[src/rtl/uart_pkg.sv]
// Shared types and constants for the UART framed-packet deframer.
package uart_pkg;

  typedef enum logic [2:0] {HUNT, LEN, PAYLOAD, CHK, DRAIN} frame_state_t;

  localparam logic [1:0] ERR_LEN = 2'd1;
  localparam logic [1:0] ERR_CHK = 2'd2;
  localparam logic [1:0] ERR_TMO = 2'd3;

  localparam logic [7:0] SOF_DEFAULT = 8'hA5;

endpackage

[src/rtl/uart_frame_buf.sv]
// Payload buffer: registered write on w_clk, combinational read so the parser can prefetch.
// No reset on storage; contents are only read after being written within the same frame.
module uart_frame_buf
  import uart_pkg::*;
#(
  parameter int DEPTH = 16,
  parameter int IDX_W = 4
) (
  input  logic             w_clk,
  input  logic             we,
  input  logic [IDX_W-1:0] waddr,
  input  logic [7:0]       wdata,
  input  logic [IDX_W-1:0] raddr,
  output logic [7:0]       rdata
);

  logic [7:0] mem [DEPTH];

  always_ff @(posedge w_clk) begin
    if (we) mem[waddr] <= wdata;
  end

  assign rdata = mem[raddr];

endmodule

[src/rtl/uart_frame_parser.sv]
// Deframes SOF/LEN/payload/CHK from an AXIS byte stream; good payloads leave as one AXIS packet.
// First output byte one cycle after CHK; input stalls (tready=0) only while a frame drains.
module uart_frame_parser
  import uart_pkg::*;
#(
  parameter int         MAX_LEN      = 16,
  parameter logic [7:0] SOF          = SOF_DEFAULT,
  parameter int         TIMEOUT_CLKS = 2560
) (
  input  logic       i_clk,
  input  logic       i_rst,
  input  logic       i_s_axis_tvalid,
  output logic       o_s_axis_tready,
  input  logic [7:0] i_s_axis_tdata,
  output logic       o_m_axis_tvalid,
  input  logic       i_m_axis_tready,
  output logic [7:0] o_m_axis_tdata,
  output logic       o_m_axis_tlast,
  output logic       o_frame_ok,
  output logic       o_frame_err,
  output logic [1:0] o_err_code
);

  localparam int               IDX_W     = (MAX_LEN > 1) ? $clog2(MAX_LEN) : 1;
  localparam int               TMO_W     = $clog2(TIMEOUT_CLKS + 1);
  localparam logic [7:0]       MAX_LEN_B = 8'(MAX_LEN);
  localparam logic [TMO_W-1:0] TMO_LAST  = TMO_W'(TIMEOUT_CLKS - 1);

  frame_state_t     state_q, state_d;
  logic [7:0]       len_q, sum_q, wr_cnt_q, rd_cnt_q;
  logic [7:0]       chk_sum, buf_rdata;
  logic [TMO_W-1:0] tmo_q;
  logic             accept, in_frame, tmo_hit, len_bad, m_hs;
  logic             ok_set, err_set;
  logic [1:0]       err_code_d;

  assign accept   = i_s_axis_tvalid && o_s_axis_tready;
  assign in_frame = (state_q == LEN) || (state_q == PAYLOAD) || (state_q == CHK);
  assign tmo_hit  = in_frame && !accept && (tmo_q == TMO_LAST);
  assign len_bad  = (i_s_axis_tdata == 8'd0) || (i_s_axis_tdata > MAX_LEN_B);
  assign chk_sum  = sum_q + i_s_axis_tdata;
  assign m_hs     = o_m_axis_tvalid && i_m_axis_tready;

  uart_frame_buf #(.DEPTH(MAX_LEN), .IDX_W(IDX_W)) u_buf (
    .w_clk (i_clk),
    .we    ((state_q == PAYLOAD) && accept),
    .waddr (wr_cnt_q[IDX_W-1:0]),
    .wdata (i_s_axis_tdata),
    .raddr (rd_cnt_q[IDX_W-1:0]),
    .rdata (buf_rdata)
  );

  always_ff @(posedge i_clk or posedge i_rst) begin
    if (i_rst) state_q <= HUNT;
    else       state_q <= state_d;
  end

  always_comb begin
    state_d = state_q;
    if (tmo_hit) begin
      state_d = HUNT;
    end else begin
      case (state_q)
        HUNT:    if (accept && (i_s_axis_tdata == SOF)) state_d = LEN;
        LEN:     if (accept) state_d = len_bad ? HUNT : PAYLOAD;
        PAYLOAD: if (accept && (wr_cnt_q == len_q - 8'd1)) state_d = CHK;
        CHK:     if (accept) state_d = (chk_sum == 8'd0) ? DRAIN : HUNT;
        DRAIN:   if (m_hs && o_m_axis_tlast) state_d = HUNT;
        default: state_d = HUNT;
      endcase
    end
  end

  always_comb begin
    o_s_axis_tready = (state_q != DRAIN);
    ok_set          = 1'b0;
    err_set         = 1'b0;
    err_code_d      = ERR_LEN;
    if (tmo_hit) begin
      err_set    = 1'b1;
      err_code_d = ERR_TMO;
    end else if ((state_q == LEN) && accept && len_bad) begin
      err_set    = 1'b1;
      err_code_d = ERR_LEN;
    end else if ((state_q == CHK) && accept) begin
      if (chk_sum == 8'd0) begin
        ok_set = 1'b1;
      end else begin
        err_set    = 1'b1;
        err_code_d = ERR_CHK;
      end
    end
  end

  // Output register is loaded from the combinational buffer read, so the next byte is ready at each handshake.
  always_ff @(posedge i_clk or posedge i_rst) begin
    if (i_rst) begin
      len_q           <= '0;
      sum_q           <= '0;
      wr_cnt_q        <= '0;
      rd_cnt_q        <= '0;
      tmo_q           <= '0;
      o_m_axis_tvalid <= 1'b0;
      o_m_axis_tdata  <= '0;
      o_m_axis_tlast  <= 1'b0;
      o_frame_ok      <= 1'b0;
      o_frame_err     <= 1'b0;
      o_err_code      <= '0;
    end else begin
      o_frame_ok  <= ok_set;
      o_frame_err <= err_set;
      if (err_set) o_err_code <= err_code_d;
      tmo_q <= (in_frame && !accept) ? tmo_q + 1'b1 : '0;

      if ((state_q == LEN) && accept) begin
        len_q    <= i_s_axis_tdata;
        sum_q    <= i_s_axis_tdata;
        wr_cnt_q <= '0;
        rd_cnt_q <= '0;
      end
      if ((state_q == PAYLOAD) && accept) begin
        sum_q    <= chk_sum;
        wr_cnt_q <= wr_cnt_q + 8'd1;
      end

      if (ok_set) begin
        o_m_axis_tvalid <= 1'b1;
        o_m_axis_tdata  <= buf_rdata;
        o_m_axis_tlast  <= (len_q == 8'd1);
        rd_cnt_q        <= 8'd1;
      end else if (m_hs) begin
        if (o_m_axis_tlast) begin
          o_m_axis_tvalid <= 1'b0;
          o_m_axis_tlast  <= 1'b0;
        end else begin
          o_m_axis_tdata  <= buf_rdata;
          o_m_axis_tlast  <= (rd_cnt_q == len_q - 8'd1);
          rd_cnt_q        <= rd_cnt_q + 8'd1;
        end
      end
    end
  end

endmodule

[config.mk]
export PLATFORM = sky130hd
export DESIGN_NAME = uart_frame_parser
export DESIGN_NICKNAME = d
export VERILOG_FILES = /design/src/rtl/uart_pkg.sv /design/src/rtl/uart_frame_buf.sv /design/src/rtl/uart_frame_parser.sv
export SDC_FILE = /design/constraint.sdc
export NUM_CORES = 1
export LEC_CHECK = 0
export ABC_CLOCK_PERIOD_IN_PS = 3000
export BUFFER_PORTS_ARGS = -buffer_cell sky130_fd_sc_hd__buf_2
export CORE_ASPECT_RATIO = 0.75
export CORE_MARGIN = 5
export CORE_UTILIZATION = 50
export CTS_BUF_LIST = sky130_fd_sc_hd__clkbuf_4 sky130_fd_sc_hd__clkbuf_8 sky130_fd_sc_hd__clkbuf_16
export DETAILED_ROUTE_END_ITERATION = 10
export GPL_TIMING_DRIVEN = 0
export PLACE_DENSITY = 0.77
export SLEW_MARGIN = 20
export SYNTH_ARGS = -nofsm -noshare
export SYNTH_HDL_FRONTEND = slang
export SYNTH_SLANG_ARGS = --single-unit
[constraint.sdc]
create_clock -name i_clk -period 3 [get_ports i_clk]
set_input_delay 0.9 -clock i_clk [delete_from_list [all_inputs] [get_ports i_clk]]
set_output_delay 0.9 -clock i_clk [all_outputs]
set_load 0.02 [all_outputs]
==> results of run 1 <==
[cell type report]
class | instances | area share (%)
repair buffers | 32 | 2.74
inverters | 16 | 0.683
plain buffers | 22 | 0.915
well taps | 215 | 2.77
multi-input cells | 350 | 31.0
clock buffers | 17 | 4.38
clock inverters | 15 | 2.25
flip-flops and latches | 189 | 55.3
[routing by layer]
metal / global-route usage (%) / part of all wire (%)
met2: 32.2 / 48
met5: 0 / 0
met3: 4.43 / 6.1
met1: 28.5 / 44
met4: 5.37 / 1.2
[timing repair]
| action | in CTS | in global routing |
|---|---|---|
| hold buffers | 0 | 0 |
| gates cloned | 0 | 1 |
| pin swaps | 3 | 5 |
| resized for setup | 11 | 15 |
| setup endpoints to repair | 16 | 18 |
| setup buffers | 4 | 0 |
[critical path: cells and delay by family]
family | cells | cell delay [ps]
buf+inv | 2 | 140
simple gates | 4 | 1200
fa+ha+maj | 2 | 670
mux | 1 | 310
[through the flow]
stage                     hold WS [ps]  setup TNS, ps  total power, W  util (%)
after floorplan                    453           -565         0.00399         -
after global placement             469         -25360         0.00421      53.0
after detailed placement           487         -15420         0.00428      53.2
after CTS                          366              0         0.00676      57.5
after global routing               364              0         0.00709      58.1
final                              371              0         0.00679      58.1
[registers in the layout, summed over array words and instances, names as in the netlist]
register	cells
o_err_code	2
tmo_q	12
o_m_axis_tlast	1
wr_cnt_q	8
len_q	8
u_buf.mem	128
o_m_axis_tvalid	1
state_q	3
sum_q	8
o_m_axis_tdata	8
o_frame_ok	1
rd_cnt_q	8
o_frame_err	1
[power breakdown]
group,switching (W),internal (W)
clock network,0.000974,0.00148
registers,0.000138,0.00291
logic,0.000727,0.000570
[cells in the final DEF (no fill, tap or decap), types with 3 or more instances in the layout]
cell type / synthesis / routed
edfxtp_1: 128 / 128
dfrtp_1: 61 / 61
nand2_1: 52 / 52
mux4_2: 40 / 40
nor2_1: 34 / 34
buf_2: 5 / 25
nand3_1: 22 / 22
xnor2_1: 22 / 21
o21ai_0: 20 / 20
clkbuf_16: 0 / 18
a21oi_1: 18 / 16
clkbuf_1: 15 / 15
inv_1: 16 / 13
and2_1: 13 / 13
ha_1: 15 / 10
xor2_1: 9 / 9
nor3_1: 8 / 8
and3_1: 8 / 8
mux2_4: 8 / 8
a31oi_1: 6 / 6
nand4_1: 6 / 6
o211ai_1: 5 / 5
or3_1: 5 / 5
bufinv_16: 0 / 5
nor2b_1: 4 / 4
o21a_1: 4 / 4
nor4_1: 4 / 4
clkinvlp_4: 0 / 4
ha_4: 0 / 4
clkinv_2: 0 / 4
buf_4: 0 / 4
nand2b_1: 3 / 3
a21o_1: 3 / 3
a211oi_1: 3 / 3
buf_6: 0 / 3
[kinds of logic after synthesis]
group | count (synthesis) | share of synthesized area (%)
compound gates | 76 | 5.77
xor+xnor | 31 | 3.21
fa+ha+maj | 16 | 2.46
buf+inv | 38 | 1.76
flops | 189 | 63.5
mux | 49 | 12.2
simple gates | 178 | 11.1
[worst paths after layout]
kind | startpoint | endpoint | slack [ps] | cells past startpoint
worst max-delay path | i_s_axis_tdata[0] | o_m_axis_tdata[7] | 70 | 9
worst min-delay path | i_rst | o_m_axis_tdata[5] | 370 | 2
min in group i_clk | tmo_q[0] | tmo_q[0] | 500 | 1
worst max register to register | sum_q[0] | o_m_axis_tdata[7] | 230 | 8
max in group asynchronous | i_rst | len_q[5] | 2130 | 3
worst min register to register | tmo_q[0] | tmo_q[0] | 500 | 1
==> flow_summary.toml, run 1 <==
[run_status]
status = "finished clean"

[layout]
fillCellCount = 1261
fin_cells = 856
num-nets-final = 656
regArea_sq_mm = 0.00537
n_antenna_cell = 0
multi_input_area_sq_mm = 0.00301
final_cell_area_sq_mm = 0.00971
area_delta_synth_final_pct = 14.9
drive_above_1_share_pct = 21.5

[timing]
finalCritPeriodShare_pct = 97.8
worst_slack_ps = 67.2
max_freq_mhz = 341
slew_viol_final = 0
skew_ps = 5.81
period_minus_slack_ps = 2930
setup_viol_count_final = 0
rsz0062_at_grt = "false"
hold_viol_final = 0
relSlewSlack_pct = 50.1
worst_pin_slew_ps = 748

[logic_synthesis]
synth_top_flop_cell = "edfxtp_1"
synth_area_per_cell_sq_um = 14.7
synth_area_leader_cell = "edfxtp_1"
synth_area_sq_mm = 0.00845
ys_async_sr_fraction_pct = 32.3
yosys_warnings = 0
netlist_instances = 577
synthTopCellsByArea = "edfxtp_1 (45%), dfrtp_1 (18%), mux4_2 (11%), nand2_1 (2.3%), xnor2_1 (2.3%)"
synth.top_cell.area_share_pct = 45.5
ys_top_cells_by_count = "edfxtp_1 (128), dfrtp_1 (61), nand2_1 (52)"
synthesis.nets = 605
yosysUniqueCellTypes = 59
synth_most_common_cell = "edfxtp_1"
synth_seq_cells = 189
synth_edf_count = 128
seq_area_frac_synth_pct = 63.5

[clocking]
cts_tree = "yes"
clk-insertion-delay-late_ps = 430
cts_root_buffer = "clkbuf_16"
path_clk_slew_ps = 70
cts-buffers-inserted = 17
max-clock-path-buffers = 2
htreeDepth = 4
cts.sinks = 189

[floorplanning]
start_util_pct = 50.6
fp.dieH_um = 123
num_io_pins = 27
die_area_sq_mm = 0.0196
core_area_sq_mm = 0.0167
dieWidth_um = 160
core.rowCount = 41

[worst_setup_path]
required_ps = 3320
path_max_fanout = 10
slowest_delay_ps = 520
cpMaxStageDelayCell = "fa_2"
worstSetupEndpointType = "register"
startpoint_type = "input pin"
arrival_ps = 3250
crit_path_cell_trace = "buf_12 -> ha_4 -> inv_2 -> fa_2 -> or3b_4 -> nor4_4 -> nand4_4 -> nand2_8 -> mux2_4"
crit_type = "input pin to register"

[global_routing]
grt_pass1_vias = 5234
grt_start_max_net_pins = 54
overflow = 0
grt_pass1_wl_um = 29700
grt_use_total_pct = 20.1
grt_antenna_before_repair = 0

[power_and_ir_drop]
vdd_ir_drop_max_uv = 367
leakage_nw = 3.55
power.density_mw_per_mm2 = 699

[place]
gp_congestion = 0.811
placedCellCount = 819
port_buffers = 26
post-place-ws_ps = -767
post-dp-hpwl_um = 12400
place_area_sq_mm = 0.00890

[detailed_routing]
dr.pass1.iters = 5
avgRoutedWirePerCell_um = 22.0
via_count = 5168
viasPerCell = 6.04
drtIter0Drc = 487
drt.antenna.violating_nets = 0
drc_errors = 0
routed_wl_um = 18800

[flow_run]
timing.max_cap.violations = 0

[min_path]
hold_class = "input pin to asynchronous set/reset pin"
Power figures use the tool's default switching activity.
==> run 2: changes to the inputs <==
CORE_UTILIZATION = 45   (was 50)
PLACE_DENSITY = 0.72   (was 0.77)
==> run 2 against run 1 <==
Global-route usage down 2.2 points. Cell area down 0.26%. Non-clock buffer count down 1. Via count up 0.19%. Combinational power down 3%. Sequential power about the same. Hold slack worse by 6.3 ps. First-iteration DRC count down 5.1%. Critical path type unchanged. Critical endpoint is now o_m_axis_tdata[6]. Largest power group unchanged. Highest routed layer unchanged.
==> flow_summary.toml, run 2 (synthesized netlist as in run 1, its figures left out) <==
[worst_setup_path]
arrival_ps = 3260
crit_type = "input pin to register"
startpoint_type = "input pin"
worstSetupEndpointType = "register"
path_max_fanout = 20
required_ps = 3320

[detailed_routing]
avgRoutedWirePerCell_um = 21.1
drc_errors = 0
routed_wl_um = 18700
via_count = 5178
dr.pass1.iters = 5
drt.antenna.violating_nets = 0
viasPerCell = 5.84
drtIter0Drc = 462

[timing]
relSlewSlack_pct = 53.5
setup_viol_count_final = 0
period_minus_slack_ps = 2950
skew_ps = 9.42
worst_slack_ps = 54.3
hold_viol_final = 0
worst_pin_slew_ps = 697
finalCritPeriodShare_pct = 98.2
slew_viol_final = 0
max_freq_mhz = 339

[floorplanning]
die_area_sq_mm = 0.0217
fp.dieH_um = 129
num_io_pins = 27
core.rowCount = 43
start_util_pct = 45.8
core_area_sq_mm = 0.0185
dieWidth_um = 168

[layout]
largest_reg_flops = 128
area_delta_synth_final_pct = 14.6
layout_commonest_cell = "edfxtp_1"
final_cell_mix = "edfxtp_1 (128), dfrtp_1 (61), nand2_1 (52)"
final_cell_area_sq_mm = 0.00969
regArea_sq_mm = 0.00537
top_register = "u_buf.mem"
reg.largest.list = "u_buf.mem (128), tmo_q (12)"
drive_above_1_share_pct = 21.1
multi_input_area_sq_mm = 0.00299
n_antenna_cell = 0
final_util_pct = 52.5
num-nets-final = 655
fillCellCount = 1487

[global_routing]
grt_pass1_wl_um = 29400
grt_start_max_net_pins = 54
overflow = 0
grt_pass1_vias = 5210
grt_use_total_pct = 18.0
grt_antenna_before_repair = 0

[clocking]
htreeDepth = 4
clk-insertion-delay-late_ps = 430
cts.sinks = 189
max-clock-path-buffers = 2
cts_tree = "yes"
path_clk_slew_ps = 70
cts_hold_buf = 0
cts_root_buffer = "clkbuf_16"
cts-buffers-inserted = 17

[run_status]
status = "finished clean"

[power_and_ir_drop]
leakage_nw = 3.52
vdd_ir_drop_max_uv = 428
power.density_mw_per_mm2 = 690

[flow_run]
timing.max_cap.violations = 0

[place]
gp_congestion = 0.839
port_buffers = 26
post-dp-hpwl_um = 12500
place_area_sq_mm = 0.00894
post-place-ws_ps = -791

[min_path]
hold_class = "input pin to asynchronous set/reset pin"
==> run 2: area by class of cell <==
cell class                      instances  share of cell area [%]
Timing Repair Buffer                   31                    2.45
Tap cell                              247                    3.19
Clock buffer                           17                    4.39
Clock inverter                         15                    2.09
Multi-Input combinational cell        350                    30.8
Buffer                                 22                   0.917
Inverter                               16                   0.684
Sequential cell                       189                    55.4
==> run 2: what timing repair did <==
action | CTS | global route
setup buffers | 3 | 1
endpoints found under the setup margin | 16 | 15
gates resized for setup | 10 | 12
pin swaps | 3 | 4
hold endpoints to repair | 0 | 0
==> run 2: final timing paths <==
path                                    from                end  slack, ps  depth (start not counted)
setup / recovery           i_s_axis_tdata[0]  o_m_axis_tdata[6]         50                          9
hold / removal                         i_rst  o_m_axis_tdata[7]        360                          2
setup reg to reg                    sum_q[0]  o_m_axis_tdata[6]        250                          8
hold reg to reg            o_m_axis_tdata[3]  o_m_axis_tdata[3]        510                          1
max in group asynchronous              i_rst        wr_cnt_q[4]       2130                          3
min in group i_clk         o_m_axis_tdata[3]  o_m_axis_tdata[3]        510                          1
==> run 2: per-stage QoR <==
step                cells  hold slack (ps)  setup TNS (ps)  total power [W]
CTS                   886              354               0          0.00667
floorplan             577              453            -565          0.00399
global route          887              354           -1.17          0.00698
detailed placement    851              499          -16860          0.00428
global placement      850              470          -26040          0.00422
finish                887              365               0          0.00668
==> run 2: layer usage <==
layer	wire length (um)	vias to the layer above	global-route usage, %
met4	241	0	4.53
met3	1280	18	5.25
met2	8800	201	27.7
met5	0	-	0
met1	8390	2658	25.5
li1	-	2301	-
==> run 2: worst max-delay path: stages <==
cell	delay, ps
buf_16	130
ha_4	150
inv_2	30
fa_2	520
or3b_4	390
nor4_4	370
nand4_4	230
nand2_8	200
mux2_4	310
==> run 2: power breakdown <==
part	leakage [nW]	total (W)	switching [W]	internal [W]
clock network	0.300	0.00237	0.00103	0.00134
logic	1.25	0.00126	0.000714	0.000550
registers	1.97	0.00304	0.000137	0.00291
==> run 3: changes to the inputs <==
ABC_AREA = 1   (was default)
==> run 3 against run 2 <==
Synthesized area is 2.3% higher. Cell count increased by 32%. Fmax is 5.2% higher. Non-clock buffer count is 5 higher. Die area grew 2.1%. Largest power group unchanged.
==> flow_summary.toml, run 3 <==
[floorplanning]
start_util_pct = 46.3
core.rowCount = 43
fp.dieH_um = 130
dieWidth_um = 170
num_io_pins = 27
core_area_sq_mm = 0.0187
die_area_sq_mm = 0.0221

[place]
post-place-ws_ps = -298
port_buffers = 26
gp_congestion = 0.869
post-dp-hpwl_um = 14800

[power_and_ir_drop]
vdd_ir_drop_max_uv = 378
power.density_mw_per_mm2 = 745
p_total_w = 0.00725
leakage_nw = 3.85

[layout]
drive_above_1_share_pct = 9.44
layout_commonest_cell = "nand2_1"
top_register = "u_buf.mem"
fillCellCount = 1604
num-nets-final = 937
largest_reg_flops = 128
area_delta_synth_final_pct = 12.5
reg.largest.list = "u_buf.mem (128), tmo_q (12)"
n_antenna_cell = 0
final_cell_mix = "nand2_1 (146), nor2_1 (131), edfxtp_1 (128)"

[timing]
max_freq_mhz = 357
period_minus_slack_ps = 2800
setup_viol_count_final = 0
relSlewSlack_pct = 28.1
worst_slack_ps = 200
skew_ps = 10.1
slew_viol_final = 0
hold_ws_ps = 402
finalCritPeriodShare_pct = 93.3
fin_tns_setup_ps = 0
rsz0062_at_grt = "false"
hold_viol_final = 0
worst_pin_slew_ps = 1070

[logic_synthesis]
synth_seq_cells = 189
ys_top_cells_by_count = "nand2_1 (146), nor2_1 (133), edfxtp_1 (128)"
synth_most_common_cell = "nand2_1"
yosys_warnings = 0
synthTopCellsByArea = "edfxtp_1 (44%), dfrtp_1 (18%), nand2_1 (6.3%), o21ai_0 (5.9%), nor2_1 (5.8%)"
synth_edf_count = 128
ys_async_sr_fraction_pct = 32.3
seq_area_frac_synth_pct = 62.1
synthesis.nets = 891
synth.top_cell.area_share_pct = 44.5
synth_top_flop_cell = "edfxtp_1"
yosysUniqueCellTypes = 39
synth_area_sq_mm = 0.00865
netlist_instances = 863
synth_area_per_cell_sq_um = 10.0
synth_area_leader_cell = "edfxtp_1"

[detailed_routing]
drc_errors = 0
via_count = 6622
dr.pass1.iters = 5
viasPerCell = 5.66
drt.antenna.violating_nets = 0
avgRoutedWirePerCell_um = 19.0
drtIter0Drc = 813
routed_wl_um = 22200

[global_routing]
grt_pass1_vias = 6161
grt_pass1_wl_um = 34700
grt_use_total_pct = 20.7
overflow = 0
grt_antenna_before_repair = 0
grt_start_max_net_pins = 40

[clocking]
max-clock-path-buffers = 2
cts_root_buffer = "clkbuf_16"
cts-buffers-inserted = 17
htreeDepth = 4
cts.sinks = 189
cts_tree = "yes"
path_clk_slew_ps = 70
post_cts_buffers = 0
clk-insertion-delay-late_ps = 440

[worst_setup_path]
arrival_ps = 3180
slowest_delay_ps = 490
cp_common_cell = "nand3_1"
cpMaxStageDelayCell = "fa_1"
worstSetupEndpointType = "register"
path_max_fanout = 20
crit_type = "input pin to register"
crit_path_cell_trace = "buf_2 -> inv_1 -> fa_1 -> inv_1 -> nand3_1 -> nand2_1 -> xnor2_1 -> nand3_1 -> nor2_1 -> nand3_2 -> buf_6 -> nand2_8 -> nand3_1 -> nand2_1"
crit_buf_inv = 4
path_delay_family = "simple AND/OR/NAND/NOR gates"
required_ps = 3380
startpoint_type = "input pin"

[min_path]
hold_class = "input pin to asynchronous set/reset pin"

[flow_run]
timing.max_cap.violations = 0

[run_status]
status = "finished clean"
## run 3: cell types whose count changed in the layout (fill, tap and decap cells not counted), moves of 8 or more
cell	before	now
nand2_1	52	146
and3_1	8	0
o221ai_1	1	11
clkbuf_1	15	23
inv_1	13	59
nor2_1	34	131
o22ai_1	1	27
nand3_1	22	57
mux4_2	40	0
and2_1	13	0
xnor2_1	22	4
mux2_4	8	0
o21ai_0	20	102
## run 3: layout make-up
class	instances	area (sq um)	share of cell area, %
Sequential cell	189	5370	55.2
Multi-Input combinational cell	579	2910	29.9
Clock buffer	17	425	4.37
Tap cell	247	309	3.18
Inverter	64	243	2.50
Clock inverter	15	188	1.93
Timing Repair Buffer	27	153	1.57
Buffer	31	133	1.36
## run 3: repair_timing
item	CTS	global route
hold buffers	0	0
setup endpoints to repair	0	9
resized for setup	0	1
## run 3: stage by stage
stage                     utilization (%)  instance area (sq um)  std cells
final                                52.1                   9730       1169
after global routing                 52.1                   9730       1169
after CTS                            52.1                   9720       1169
after detailed placement             48.8                   9110       1137
after global placement               48.7                   9080       1136
after floorplan                         -                   8650        863
## run 3: worst paths after layout
kind | startpoint | end | slack, ps | depth (start not counted)
min in group i_clk | tmo_q[0] | tmo_q[0] | 460 | 1
setup / recovery | i_s_axis_tdata[1] | o_m_axis_tdata[6] | 200 | 14
max in group asynchronous | i_rst | wr_cnt_q[1] | 2070 | 3
setup reg to reg | state_q[2] | u_buf.mem[12][3] | 300 | 8
hold reg to reg | tmo_q[0] | tmo_q[0] | 460 | 1
hold / removal | i_rst | tmo_q[7] | 400 | 2
## run 3: worst register-to-register path, stage by stage (launching register included)
cell	delay, ps
dfrtp_1	470
nor2_1	120
inv_1	60
nor2_1	170
inv_2	90
nor2_4	130
buf_2	270
nand2_1	170
nor2_1	840
## run 3: logic make-up (layout without fill, tap and decap cells)
| kind of cell | count (synthesis) | in the layout | synth area share [%] |
|---|---|---|---|
| buffers and inverters | 95 | 154 | 4.31 |
| flip-flops | 189 | 189 | 62.1 |
| adder cells (fa/ha/maj) | 16 | 16 | 2.40 |
| XOR/XNOR | 8 | 8 | 0.810 |
| AND/OR/NAND/NOR | 379 | 379 | 19.0 |
| AO/OA/AOI/OAI | 176 | 176 | 11.4 |
## run 3: per-layer routing
| metal | part of all wire [%] | global-route usage (%) | up-vias |
|---|---|---|---|
| li1 | - | - | 3109 |
| met1 | 45 | 30.8 | 3169 |
| met4 | 2.5 | 6.76 | 0 |
| met2 | 43 | 29.7 | 310 |
| met5 | 0 | 0 | - |
| met3 | 9.5 | 5.48 | 34 |
## run 3: power breakdown
| part | internal, W | total (W) | switching, W |
|---|---|---|---|
| Sequential | 0.00297 | 0.00312 | 0.000147 |
| Clock | 0.00121 | 0.00232 | 0.00112 |
| Combinational | 0.000571 | 0.00181 | 0.00124 |
